### src/rtl/alu_arbiter_if.sv
// alu_arbiter_if
//   Request/response bundle between the two front-end requesters and the
//   ALU arbiter.
//   master : requester side (drives reqN_valid/op/a/b, observes ready and responses)
//   slave  : arbiter side   (drives reqN_ready, rspN_valid, rsp_y, rsp_flags)
//   W      : operand/result width (4, matches the shared ALU)
interface alu_arbiter_if #(
   parameter int W = 4
);
   logic          req0_valid;
   logic          req0_ready;
   logic [2:0]    req0_op;
   logic [W-1:0]  req0_a;
   logic [W-1:0]  req0_b;

   logic          req1_valid;
   logic          req1_ready;
   logic [2:0]    req1_op;
   logic [W-1:0]  req1_a;
   logic [W-1:0]  req1_b;

   logic          rsp0_valid;
   logic          rsp1_valid;
   logic [W-1:0]  rsp_y;
   logic [3:0]    rsp_flags;

   modport master (
      output req0_valid, req0_op, req0_a, req0_b,
      output req1_valid, req1_op, req1_a, req1_b,
      input  req0_ready, req1_ready,
      input  rsp0_valid, rsp1_valid, rsp_y, rsp_flags
   );

   modport slave (
      input  req0_valid, req0_op, req0_a, req0_b,
      input  req1_valid, req1_op, req1_a, req1_b,
      output req0_ready, req1_ready,
      output rsp0_valid, rsp1_valid, rsp_y, rsp_flags
   );
endinterface

### src/rtl/alu_arbiter.sv
// alu_arbiter
//   Two-requester arbiter and sequencer for the shared combinational 4-bit ALU.
//   Accepts one operation at a time, drives registered operands/opcode to the
//   ALU, waits ALU_LAT cycles, captures Y and {N,Z,C,V}, and returns them to the
//   granted requester with a one-cycle response pulse.
//
//   Ports
//     clk, rst_n              clock (rising edge), async active-low reset
//     bus (alu_arbiter_if)    request handshakes and response pulses/data
//     busy                    high whenever the FSM is not idle
//     alu_a/alu_b/alu_op      registered operands and opcode to the ALU
//     alu_y/alu_n/z/c/v       ALU result and flags
//
//   Parameters
//     W        operand width, fixed at 4
//     ALU_LAT  cycles the operands are held before capture, 1..7
//
//   Build option
//     ALU_ARB_FIXED_PRIO_EN   when defined, requester 0 always wins a tie;
//                             otherwise ties are resolved round-robin.
//
//   state | meaning
//   ------+--------------------------------------------------------------
//   IDLE  | waiting for a request; ready offered to the winner
//   EXEC  | operands held on the ALU for ALU_LAT cycles, capture on last
//   RESP  | one-cycle response pulse to the granted requester
module alu_arbiter #(
   parameter int W       = 4,
   parameter int ALU_LAT = 1
) (
   input  logic          clk,
   input  logic          rst_n,
   alu_arbiter_if.slave  bus,
   output logic          busy,
   output logic [W-1:0]  alu_a,
   output logic [W-1:0]  alu_b,
   output logic [2:0]    alu_op,
   input  logic [W-1:0]  alu_y,
   input  logic          alu_n,
   input  logic          alu_z,
   input  logic          alu_c,
   input  logic          alu_v
);

   typedef enum logic [1:0] {
      S_IDLE = 2'd0,
      S_EXEC = 2'd1,
      S_RESP = 2'd2
   } state_t;

   localparam logic [2:0] CNT_LAST = 3'(ALU_LAT - 1);

   state_t        state_q, state_d;
   logic [2:0]    cnt_q, cnt_d;
   logic          gid_q, gid_d;
   logic [W-1:0]  alu_a_q, alu_a_d;
   logic [W-1:0]  alu_b_q, alu_b_d;
   logic [2:0]    alu_op_q, alu_op_d;
   logic [W-1:0]  rsp_y_q, rsp_y_d;
   logic [3:0]    rsp_flags_q, rsp_flags_d;
   logic          gnt0, gnt1;
`ifndef ALU_ARB_FIXED_PRIO_EN
   logic          last_q, last_d;
`endif

   // Grant decision, only meaningful in IDLE.
   always_comb begin
      gnt0 = 1'b0;
      gnt1 = 1'b0;
      if (state_q == S_IDLE) begin
         if (bus.req0_valid && bus.req1_valid) begin
`ifdef ALU_ARB_FIXED_PRIO_EN
            gnt0 = 1'b1;
`else
            // last_q holds the id of the previous winner; the other one wins now
            gnt0 = last_q;
            gnt1 = ~last_q;
`endif
         end else begin
            gnt0 = bus.req0_valid;
            gnt1 = bus.req1_valid;
         end
      end
   end

   always_comb begin
      state_d     = state_q;
      cnt_d       = cnt_q;
      gid_d       = gid_q;
      alu_a_d     = alu_a_q;
      alu_b_d     = alu_b_q;
      alu_op_d    = alu_op_q;
      rsp_y_d     = rsp_y_q;
      rsp_flags_d = rsp_flags_q;
`ifndef ALU_ARB_FIXED_PRIO_EN
      last_d      = last_q;
`endif
      unique case (state_q)
         S_IDLE: begin
            if (gnt0 || gnt1) begin
               if (gnt1) begin
                  alu_a_d  = bus.req1_a;
                  alu_b_d  = bus.req1_b;
                  alu_op_d = bus.req1_op;
               end else begin
                  alu_a_d  = bus.req0_a;
                  alu_b_d  = bus.req0_b;
                  alu_op_d = bus.req0_op;
               end
               gid_d   = gnt1;
`ifndef ALU_ARB_FIXED_PRIO_EN
               last_d  = gnt1;
`endif
               cnt_d   = 3'd0;
               state_d = S_EXEC;
            end
         end
         S_EXEC: begin
            if (cnt_q == CNT_LAST) begin
               rsp_y_d     = alu_y;
               rsp_flags_d = {alu_n, alu_z, alu_c, alu_v};
               cnt_d       = 3'd0;
               state_d     = S_RESP;
            end else begin
               cnt_d = cnt_q + 3'd1;
            end
         end
         S_RESP: begin
            state_d = S_IDLE;
         end
         default: begin
            state_d = S_IDLE;
         end
      endcase
   end

   always_ff @(posedge clk or negedge rst_n) begin
      if (!rst_n) begin
         state_q     <= S_IDLE;
         cnt_q       <= 3'd0;
         gid_q       <= 1'b0;
         alu_a_q     <= '0;
         alu_b_q     <= '0;
         alu_op_q    <= 3'd0;
         rsp_y_q     <= '0;
         rsp_flags_q <= 4'd0;
`ifndef ALU_ARB_FIXED_PRIO_EN
         last_q      <= 1'b1;
`endif
      end else begin
         state_q     <= state_d;
         cnt_q       <= cnt_d;
         gid_q       <= gid_d;
         alu_a_q     <= alu_a_d;
         alu_b_q     <= alu_b_d;
         alu_op_q    <= alu_op_d;
         rsp_y_q     <= rsp_y_d;
         rsp_flags_q <= rsp_flags_d;
`ifndef ALU_ARB_FIXED_PRIO_EN
         last_q      <= last_d;
`endif
      end
   end

   // ready is combinational from valid, so it is masked by rst_n to keep every
   // output low while reset is held.
   assign bus.req0_ready = rst_n & gnt0;
   assign bus.req1_ready = rst_n & gnt1;
   assign bus.rsp0_valid = (state_q == S_RESP) & ~gid_q;
   assign bus.rsp1_valid = (state_q == S_RESP) &  gid_q;
   assign bus.rsp_y      = rsp_y_q;
   assign bus.rsp_flags  = rsp_flags_q;
   assign busy           = (state_q != S_IDLE);
   assign alu_a          = alu_a_q;
   assign alu_b          = alu_b_q;
   assign alu_op         = alu_op_q;

endmodule
### src/flat_wrapper.sv
// flat-port wrapper written by rule: the top's interface ports become plain ports
module alu_arbiter_flat 
#(
   parameter int W       = 4,
   parameter int ALU_LAT = 1
)
  (clk, rst_n, busy, alu_a, alu_b, alu_op, alu_y, alu_n, alu_z, alu_c, alu_v, bus_req0_valid, bus_req0_op, bus_req0_a, bus_req0_b, bus_req1_valid, bus_req1_op, bus_req1_a, bus_req1_b, bus_req0_ready, bus_req1_ready, bus_rsp0_valid, bus_rsp1_valid, bus_rsp_y, bus_rsp_flags);
  alu_arbiter_if #(.W(W)) bus_i ();
  input  logic clk;
  input  logic rst_n;
  output logic busy;
  output logic [W-1:0] alu_a;
  output logic [W-1:0] alu_b;
  output logic [2:0] alu_op;
  input  logic [W-1:0] alu_y;
  input  logic alu_n;
  input  logic alu_z;
  input  logic alu_c;
  input  logic alu_v;
  input wire logic [$bits(bus_i.req0_valid)-1:0] bus_req0_valid;
  input wire logic [$bits(bus_i.req0_op)-1:0] bus_req0_op;
  input wire logic [$bits(bus_i.req0_a)-1:0] bus_req0_a;
  input wire logic [$bits(bus_i.req0_b)-1:0] bus_req0_b;
  input wire logic [$bits(bus_i.req1_valid)-1:0] bus_req1_valid;
  input wire logic [$bits(bus_i.req1_op)-1:0] bus_req1_op;
  input wire logic [$bits(bus_i.req1_a)-1:0] bus_req1_a;
  input wire logic [$bits(bus_i.req1_b)-1:0] bus_req1_b;
  output wire logic [$bits(bus_i.req0_ready)-1:0] bus_req0_ready;
  output wire logic [$bits(bus_i.req1_ready)-1:0] bus_req1_ready;
  output wire logic [$bits(bus_i.rsp0_valid)-1:0] bus_rsp0_valid;
  output wire logic [$bits(bus_i.rsp1_valid)-1:0] bus_rsp1_valid;
  output wire logic [$bits(bus_i.rsp_y)-1:0] bus_rsp_y;
  output wire logic [$bits(bus_i.rsp_flags)-1:0] bus_rsp_flags;
  assign bus_i.req0_valid = bus_req0_valid;
  assign bus_i.req0_op = bus_req0_op;
  assign bus_i.req0_a = bus_req0_a;
  assign bus_i.req0_b = bus_req0_b;
  assign bus_i.req1_valid = bus_req1_valid;
  assign bus_i.req1_op = bus_req1_op;
  assign bus_i.req1_a = bus_req1_a;
  assign bus_i.req1_b = bus_req1_b;
  assign bus_req0_ready = bus_i.req0_ready;
  assign bus_req1_ready = bus_i.req1_ready;
  assign bus_rsp0_valid = bus_i.rsp0_valid;
  assign bus_rsp1_valid = bus_i.rsp1_valid;
  assign bus_rsp_y = bus_i.rsp_y;
  assign bus_rsp_flags = bus_i.rsp_flags;
  alu_arbiter #(.W(W), .ALU_LAT(ALU_LAT)) u_core (.clk(clk), .rst_n(rst_n), .bus(bus_i), .busy(busy), .alu_a(alu_a), .alu_b(alu_b), .alu_op(alu_op), .alu_y(alu_y), .alu_n(alu_n), .alu_z(alu_z), .alu_c(alu_c), .alu_v(alu_v));
endmodule
### config.mk
export PLATFORM = sky130hd
export DESIGN_NAME = alu_arbiter_flat
export DESIGN_NICKNAME = d
export VERILOG_FILES = /design/src/rtl/alu_arbiter_if.sv /design/src/rtl/alu_arbiter.sv /design/src/flat_wrapper.sv
export SDC_FILE = /design/constraint.sdc
export NUM_CORES = 1
export LEC_CHECK = 0
export ABC_AREA = 0
export BUFFER_PORTS_ARGS = -buffer_cell sky130_fd_sc_hd__buf_2
export CAP_MARGIN = 20
export CORE_MARGIN = 1.5
export CORE_UTILIZATION = 51
export CTS_BUF_LIST = sky130_fd_sc_hd__clkbuf_8
export DETAILED_ROUTE_END_ITERATION = 7
export PLACE_DENSITY = 0.85
export SYNTH_ARGS = -nofsm -noshare
export SYNTH_HDL_FRONTEND = slang
export SYNTH_SLANG_ARGS = --single-unit
### constraint.sdc
create_clock -name clk -period 3.1 [get_ports clk]
set_input_delay 0.31 -clock clk [delete_from_list [all_inputs] [get_ports clk]]
set_output_delay 0.31 -clock clk [all_outputs]
set_load 0.01 [all_outputs]
==> results of run 1 <==
## layer usage
layer / track usage / part of all wire / wire length, um
met3: 0.0343 / 0.046 / 137
met4: 0.0855 / 0.010 / 31
met2: 0.410 / 0.51 / 1510
met1: 0.308 / 0.43 / 1280
met5: 0 / 0 / 0
## area by class of cell
class                      instances  area [um^2]  share of cell area
clock buffer                       3         41.3              0.0255
clock inverter                     1         30.0              0.0185
inverter                          17         63.8              0.0394
multi-input combinational         70          512               0.316
sequential                        26          652               0.403
tap                               28         35.0              0.0216
timing repair buffer              57          285               0.176
## cell families (layout without fill, tap and decap cells)
kind of cell | after synthesis | after routing | synth area share
AO/OA/AOI/OAI | 31 | 31 | 0.170
adder cells (fa/ha/maj) | 2 | 2 | 0.0198
buffers and inverters | 24 | 78 | 0.0792
flip-flops | 26 | 26 | 0.516
multiplexers | 8 | 8 | 0.0713
AND/OR/NAND/NOR | 29 | 29 | 0.144
## power breakdown
group          internal, mW  switching, mW
Combinational         0.282          0.389
Sequential            0.498         0.0886
Clock                 0.173          0.105
Total                 0.953          0.583
## sequential cells by signal, indices dropped and copies added, names as in the netlist
register              flops
u_core.state_q            2
u_core.last_q             1
u_core.bus.rsp_y          4
u_core.alu_op             3
u_core.alu_a              4
u_core.alu_b              4
u_core.cnt_q              3
u_core.bus.rsp_flags      4
u_core.gid_q              1
## per-stage QoR
stage | total power, mW | util
final | 1.54 | 0.711
after global routing | 1.64 | 0.711
after CTS | 1.54 | 0.711
after detailed placement | 1.26 | 0.680
after global placement | 1.23 | 0.680
after floorplan | 1.02 | -
## cells in the final DEF (no fill, tap or decap), drive strengths merged
cell type  count
a21o           2
and2           1
a211oi         1
dfstp          1
dfrtp         25
nand2          3
clkbuf         3
buf           57
mux2           8
nand2b         2
nor2b          1
nor3b          2
ha             2
o21ai         14
and3           2
o211ai         1
nand4         11
nor2           5
inv           17
o311ai        11
nand3          2
a32o           1
a21oi          1
bufinv         1
## worst max-delay path, delay by kind of cell, from the launching register on
family / cells / cell delay (ns)
simple gates: 3 / 0.74
flops: 1 / 0.55
buf+inv: 1 / 0.13
## how the worst min path moves through the flow
stage / cells after the start / endpoint
2_1_floorplan: 0 / u_core.alu_a[0]$_DFFE_PN0P_
3_3_place_gp: 1 / u_core.alu_a[1]$_DFFE_PN0P_
3_5_place_dp: 1 / u_core.alu_a[2]$_DFFE_PN0P_
4_1_cts: 1 / u_core.cnt_q[1]$_DFFE_PN0P_
5_1_grt: 1 / u_core.cnt_q[1]$_DFFE_PN0P_
6_report: 1 / u_core.alu_a[1]$_DFFE_PN0P_
==> results by stage, run 1 <==
Outcome:
- The run finished with clean final reports.

Routing:
- In this run, the number of DRC markers left after iteration 0 of detailed routing was 27.
- The final routed wire length divided by cell count is 14.6 um.
- In the routed design, unresolved DRC markers number 0.
- The number of vias per cell after detailed routing is 5.67.
- The routed design has 2960 um of wire.
- The detailed router placed 1145 vias in this run.
- The pre-antenna-repair detailed-routing pass consisted of 4 iterations.
- The residual antenna-violating net count after detailed routing is 0.

Critical path:
- The end of the critical path is bus_req1_ready.
- The category of the critical setup timing path is flip-flop to output port.
- The kind of start point of the critical path is a flip-flop.
- The data arrival time at the worst-slack endpoint is 1.70 ns.
- On the critical path, the stage with the largest delay is an instance of sky130_fd_sc_hd__dfstp_2.
- The path depth of the worst reg2reg path is 3.
- The critical path goes through nand2_1 > and3_4 > and2_1 > buf_2.
- The endpoint of the worst register-to-register path is u_core.alu_b[2]$_DFFE_PN0P_.
- The worst flop-to-flop path startpoint is u_core.last_q$_DFFE_PN1P_.
- The endpoint required time on the critical path is ~2.8 ns.
- The first element of the critical path is u_core.last_q$_DFFE_PN1P_.
- The largest driver fanout on the critical path is 14.
- STA classifies the critical path endpoint as an output port.
- The setup slack on the worst flop-to-flop path is about 1.6 ns.
- The critical path's largest stage delay is roughly 0.55 ns.

Logic synthesis:
- The gate count after technology mapping is 120.
- The net count after synthesis is 156.
- The Yosys step of the flow raised 0 warnings.
- The commonest register cell after synthesis is sky130_fd_sc_hd__dfrtp_1.
- After synthesis, the share of flip-flops with an asynchronous set or reset is 1.00.
- The most frequent cell after synthesis is sky130_fd_sc_hd__dfrtp_1.
- Ranked by total cell area, the synthesized netlist is headed by sky130_fd_sc_hd__dfrtp_1 50%, sky130_fd_sc_hd__o311ai_1 7.6%, sky130_fd_sc_hd__mux2_1 7.1%.
- The average cell area after synthesis is 10.5 um^2.
- The number of storage elements in the synthesis netlist is 26.
- The sequential area share after synthesis is 0.516.
- Of the post-synthesis cell area, the dominant cell type holds 0.495.
- The count of distinct cell types in the synthesized netlist is 29.
- In this run, synthesis inferred 0 flip-flops with an integrated enable.
- Of all cell types, the one taking the most synthesized area is sky130_fd_sc_hd__dfrtp_1.
- The synthesized cell area is 1260 um^2.
- Sorting the synthesized cells by how often they occur yields 25 x sky130_fd_sc_hd__dfrtp_1, 16 x sky130_fd_sc_hd__inv_1, 11 x sky130_fd_sc_hd__nand4_1, 11 x sky130_fd_sc_hd__o21ai_0, 11 x sky130_fd_sc_hd__o311ai_1.

Clocking:
- The count of hold-fix buffers inserted at cts is 0.
- At the later pin of the worst-skew pair, clock insertion delay measures 0.27 ns.
- After clock tree synthesis, the clock-pin slew on the worst setup and hold paths is around 0.09 ns.
- The maximum root-to-sink buffer count is 2.
- The number of sinks handled by clock tree synthesis is 26.
- The post-cts sizing count is 0.
- The number of setup buffers added after CTS is 0.
- The CTS buffer count is 3.
- The tree is rooted in a sky130_fd_sc_hd__clkbuf_8.
- CTS built an H-tree with a depth of 1.
- TritonCTS built the clock tree.

Timing:
- In this run the tightest slew margin relative to its limit is 0.507.
- At the pin with the least slew margin, the transition time is about 0.74 ns.
- Setup violations remaining at the end of the flow were counted as 0.
- The number of pins with negative max-slew slack in the final report is 0.
- The post-route worst hold slack is approximately 0.036 ns.
- The summed negative setup slack over all endpoints is 0 ns.
- Setup repair after global routing left no endpoint under its margin.
- The number of hold violations in the final report came to 0.
- The setup slack of the critical path after layout is 1.09 ns.
- Dividing the final minimum period by the clock period gives 0.647.
- The clock skew after layout is 0.00630 ns.
- The final critical delay including setup and external delays is between 2 and 2.5 ns.
- The fmax is about 0.5 GHz.

Layout:
- The number of filler instances in the final layout is 177.
- The repair_antennas step left the layout with diodes totalling 0.
- For this run, the number of standard cells in the final layout without fillers is approximately 200.
- The final layout contains 211 nets.
- With fillers left out, the area of the finished cells amounts to 1620 um^2.
- The layout overhead on the synthesized area is 28.1%.
- In the final layout, the share of cells above drive strength 1 is 0.385.

Die:
- The core box area is 2280 um^2.
- The floorplan step set the die height to 52.8 um.
- The die outline width is 52.8 um.
- The area of the die is 2790 um^2.
- The top-level I/O count is 58.
- The starting utilization of the core area is 0.555.
- The number of placement rows is 17.

GRT:
- The via count of the first global-routing pass was about 1.1k.
- The combined global-route utilization of all metal layers is 0.240.
- The initial antenna violation count is 0.
- Entering global routing, the biggest net connects 29 pins.
- The total global routing overflow is 0.
- The first-pass GRT wire length is about 4800 um.

Placed design:
- The number of I/O port buffers is between 50 and 60.
- Timing analysis after detailed placement gives a worst setup slack of 1.41 ns.
- The count of placed standard cells including taps is a little under 200.
- Once placement finished, the instance area stood at 1550 um^2.
- The wire-length estimate of the detail-placed layout is ~2200 um.
- The congestion estimate from routability-driven global placement came to 0.788.

Pwr:
- IR analysis of the VDD net gives a maximum drop of between 0.6 and 0.7 mV.
- The leakage component of the power is a little over 0.8 nW.
- Dividing total power by cell area gives a power density of 948 nW/um^2.

Flow run:
- The tool flagged a number of max-cap violations equal to 0.

Min path:
- The tightest min-delay check is of the primary input to async pin type.
Power figures use the tool's default switching activity.
==> run 2, diff against run 1 <==
--- a/config.mk
+++ b/config.mk
@@ -5,14 +5,15 @@
 export SDC_FILE = /design/constraint.sdc
 export NUM_CORES = 1
 export LEC_CHECK = 0
-export ABC_AREA = 0
+export ABC_AREA = 1
 export BUFFER_PORTS_ARGS = -buffer_cell sky130_fd_sc_hd__buf_2
 export CAP_MARGIN = 20
+export CORE_ASPECT_RATIO = 0.5
 export CORE_MARGIN = 1.5
-export CORE_UTILIZATION = 51
+export CORE_UTILIZATION = 45
 export CTS_BUF_LIST = sky130_fd_sc_hd__clkbuf_8
 export DETAILED_ROUTE_END_ITERATION = 7
-export PLACE_DENSITY = 0.85
+export PLACE_DENSITY = 0.78
 export SYNTH_ARGS = -nofsm -noshare
 export SYNTH_HDL_FRONTEND = slang
 export SYNTH_SLANG_ARGS = --single-unit
==> constraint.sdc (replaced) <==
create_clock -name clk -period 1.7 [get_ports clk]
set_input_delay 0.17 -clock clk [delete_from_list [all_inputs] [get_ports clk]]
set_output_delay 0.17 -clock clk [all_outputs]
set_load 0.01 [all_outputs]
==> run 2 against run 1 <==
- synthesized area up 11%
- synthesized cell count up 44%
- global-route usage down 5.1 points
- routed wire length up 2.7%
- largest power group unchanged
==> results by stage, run 2 <==
Layout:
- Leaving out fill and tap cells, the most frequent cell in the layout is sky130_fd_sc_hd__nand2_1.
- The antenna diode instance count came to 0 (unchanged).
- The fraction of final layout cells sized beyond drive strength 1 is 0.352 (-0.0331).
- The final layout net count is 270 (+28%).
- The layout overhead on the synthesized area is 26.6%.
- The final standard cell area without fillers is 1780 um^2 (+9.9%).
- The final design utilization was 0.594 (-0.117).
- In the layout the commonest cells are 67 x sky130_fd_sc_hd__nand2_1, 57 x sky130_fd_sc_hd__buf_2, 31 x sky130_fd_sc_hd__inv_1.

Logic synthesis:
- The count of flip-flops with a built-in enable after synthesis is 0 (unchanged).
- The cell type with the highest aggregate area in the netlist is sky130_fd_sc_hd__dfrtp_1.
- The number of warnings printed during yosys synthesis is 0 (unchanged).
- The number of storage elements in the synthesis netlist is 26 (unchanged).
- The average cell area after synthesis came to 8.12 um^2 (-23%).
- The sequential area share after synthesis is 0.464 (-0.0519).
- The commonest cells after synthesis are 67 x sky130_fd_sc_hd__nand2_1, 31 x sky130_fd_sc_hd__inv_1, 25 x sky130_fd_sc_hd__dfrtp_1.
- The count of distinct cell types in the synthesized netlist was 22 (-24%).
- The fraction of registers with async set or reset after synthesis was 1.00 (unchanged).
- After synthesis, the cell types taking the most area are sky130_fd_sc_hd__dfrtp_1 45%, sky130_fd_sc_hd__nand2_1 18%, sky130_fd_sc_hd__inv_1 8.3%.
- The synthesized cell area is 1410 um^2 (+11%).
- The gate count after technology mapping was 173 (+44%).
- The net count after synthesis is 209 (+34%).
- In the synthesized netlist the dominant register cell turns out to be sky130_fd_sc_hd__dfrtp_1.
- sky130_fd_sc_hd__nand2_1 is the most common cell in the netlist.
- The fraction of synthesized cell area taken by the top area cell type is 0.445 (-0.0498).

Die:
- The area of the die is 3490 um^2 (+25%).
- The core box area is 3000 um^2 (+32%).
- The number of placement rows was 14 (-3).
- The starting utilization of the core area is 0.469 (-0.0862).
- The top-level I/O count is 58 (unchanged).
- The overall die height came to 42.5 um (-19%).
- The die outline width came to 82.0 um (+55%).

Min path:
- The number of stages on the worst hold path is 3.
- In this run the worst hold path is classified as primary input to flip-flop.
- The terminating pin of the worst hold path is u_core.bus.rsp_flags[0]$_DFFE_PN0P_.
- The startpoint identified for the worst hold timing path is alu_v.

Clocking:
- The clock latency reported for the late side of the worst-skew pair came to 0.28 ns (about the same).
- The maximum root-to-sink buffer count is 2 (unchanged).
- The CTS H-tree depth is 1 (unchanged).
- The number of sinks handled by clock tree synthesis was 26 (unchanged).
- The TritonCTS clock tree is built.
- The CTS buffer count came to 3 (unchanged).
- The clock slew seen by the registers of the worst setup and hold paths is 0.08 ns (about the same).
- The post-cts sizing count came to 0 (unchanged).
- The root buffer cell chosen for the clock tree is sky130_fd_sc_hd__clkbuf_8.

GRT:
- The first-pass GRT wire length was 5040 um (+4.4%).
- The total global routing overflow is 0 (unchanged).
- The combined global-route utilization of all metal layers is 0.189 (-0.0511).
- The via count of the first global-routing pass is 1180 (+9.5%).
- The largest net degree at the start of global routing came to 18 (-38%).
- The initial antenna violation count is 0 (unchanged).

Critical path:
- The most prevalent standard cell on the critical path is sky130_fd_sc_hd__buf_2.
- The critical path's largest stage delay is 0.53 ns (-0.02 ns).
- The buffering stage count on the worst path with inverters included is 3 (+2).
- The critical path goes through dlygate4sd3_1 > buf_2 > o21ai_0 > nor3_1 > buf_2.
- The largest driver fanout on the critical path is 12 (-2).
- The slowest cell on the critical path is sky130_fd_sc_hd__dlygate4sd3_1.
- The path depth of the worst reg2reg path was 8 (+5).
- The endpoint required time on the critical path was 1.53 ns (-1.26 ns).
- The worst setup path is captured at an output port.
- The endpoint of the worst register-to-register path is u_core.bus.rsp_y[2]$_DFFE_PN0P_.
- The worst setup path is launched from a primary input.
- The worst register-to-register path begins at u_core.cnt_q[0]$_DFFE_PN0P_.
- The setup path with the least slack is of type primary input to output port.
- The cell family contributing the most delay on the critical path is buffers and inverters.
- The setup slack on the worst flop-to-flop path is 0.23 ns (-1.32 ns).
- The total stage count of the critical path is 5 (+1).
- The data arrival time at the worst-slack endpoint is 1.40 ns (-0.30 ns).

Timing:
- Setup repair after global routing left no endpoint under its margin.
- The ratio of final minimum period to clock period is 0.924.
- The clock skew after layout was 0.00932 ns (+0.00302 ns).
- The pin slew with the least headroom to its limit is 0.449 ns (-0.288 ns).
- The summed negative setup slack over all endpoints was 0 ns (unchanged).
- The remaining max-slew budget at the tightest pin came to 0.700 (+0.193).
- The number of pins with negative max-slew slack in the final report is 0 (unchanged).
- The number of failing setup endpoints in the final timing report is 0 (unchanged).
- The final critical delay including setup and external delays is 1.57 ns.
- Derived from the worst setup path, the maximum achievable clock frequency is between 0.6 and 0.7 GHz.
- The post-route worst hold slack is 0.0860 ns (+0.0500 ns).
- The number of hold violations in the final report came to 0 (unchanged).

Routing:
- The via count came to 1252 (+9.3%).
- The number of violations reported at the end of detailed-routing iteration 0 was 86 (+220%).
- The number of DRC violations after detailed routing is 0 (unchanged).
- The number of vias per cell after detailed routing was 4.59 (-19%).
- The residual antenna-violating net count after detailed routing came to 0 (unchanged).
- The first-pass detailed-route iteration total is 4 (unchanged).
- The total detailed-routing wirelength is 3040 um (+2.7%).
- The final routed wire length divided by cell count is 11.1 um (-24%).

Pwr:
- The maximum ir drop on the vdd rail was 1.04 mV (+64%).
- The power per cell area came to 1580 nW/um^2 (+66%).
- The leakage component of the power came to 1.08 nW (+32%).

Placed design:
- The final weighted congestion in routability-driven placement is 0.839 (+6.5%).
- The area after detailed placement is 1710 um^2 (+10%).
- The half-perimeter wire length after placement is 2300 um (+6.7%).
- The number of I/O port buffers is 57 (unchanged).

Outcome:
- The flow ran to the end, and the final reports show no timing, DRC or antenna violations.

Flow run:
- The number of max-capacitance violations reported came to 0 (unchanged).
==> run 2: cell families after synthesis <==
kind of cell	synth area share
buffers and inverters	0.130
DFF	0.464
AOI/OAI and AO/OA	0.0294
and+or+nand+nor	0.353
xor gates and xnor gates	0.00623
adders and majority gates	0.0178
==> run 2: what timing repair did <==
action                                 CTS  global route
setup endpoints to repair                0             1
hold buffers                             1             0
setup buffers                            0             1
endpoints found under the hold margin    9             0
==> run 2: stage by stage <==
stage                     cells  setup slack, ns  power, mW
after floorplan             173            0.453       2.00
after global placement      267            0.285       2.36
after detailed placement    267            0.229       2.40
after CTS                   272           0.0313       2.82
after global routing        273           0.0147       3.05
final                       273            0.130       2.81
==> run 2: worst max-delay path by stage <==
stage | to | from | slack, ns
finish | bus_req0_ready | rst_n | 0.13
global route | bus_req0_ready | rst_n | 0.01
floorplan | u_core.bus.rsp_flags[0]$_DFFE_PN0P_ | u_core.cnt_q[0]$_DFFE_PN0P_ | 0.45
global placement | u_core.bus.rsp_flags[3]$_DFFE_PN0P_ | u_core.cnt_q[0]$_DFFE_PN0P_ | 0.28
CTS | bus_req1_ready | u_core.state_q[0]$_DFFE_PN0P_ | 0.03
detailed placement | u_core.bus.rsp_y[3]$_DFFE_PN0P_ | u_core.cnt_q[0]$_DFFE_PN0P_ | 0.23
==> run 2: area by class of cell <==
cell class | count | area (um^2)
Multi-Input combinational cell | 108 | 571
Clock buffer | 4 | 55.1
Sequential cell | 26 | 652
Timing Repair Buffer | 62 | 325
Fill cell | 281 | 1220
Tap cell | 40 | 50.0
Inverter | 33 | 126
==> run 2: where the power goes <==
group,switching [mW],internal (mW),leakage (nW)
logic,0.823,0.514,0.733
clock network,0.197,0.207,0.0288
registers,0.166,0.899,0.322
==> run 2: worst min-delay path, cell delays in order <==
cell and delay [ns]:
sky130_fd_sc_hd__buf_2 0.07, sky130_fd_sc_hd__nand2_1 0.04, sky130_fd_sc_hd__nand2_1 0.04
==> run 2: routing by layer <==
layer	up-vias	track usage	part of all wire
li1	651	-	-
met1	571	0.238	0.44
met2	28	0.334	0.51
met3	2	0.0457	0.048
met4	0	0.0305	0.0040
met5	-	0	0
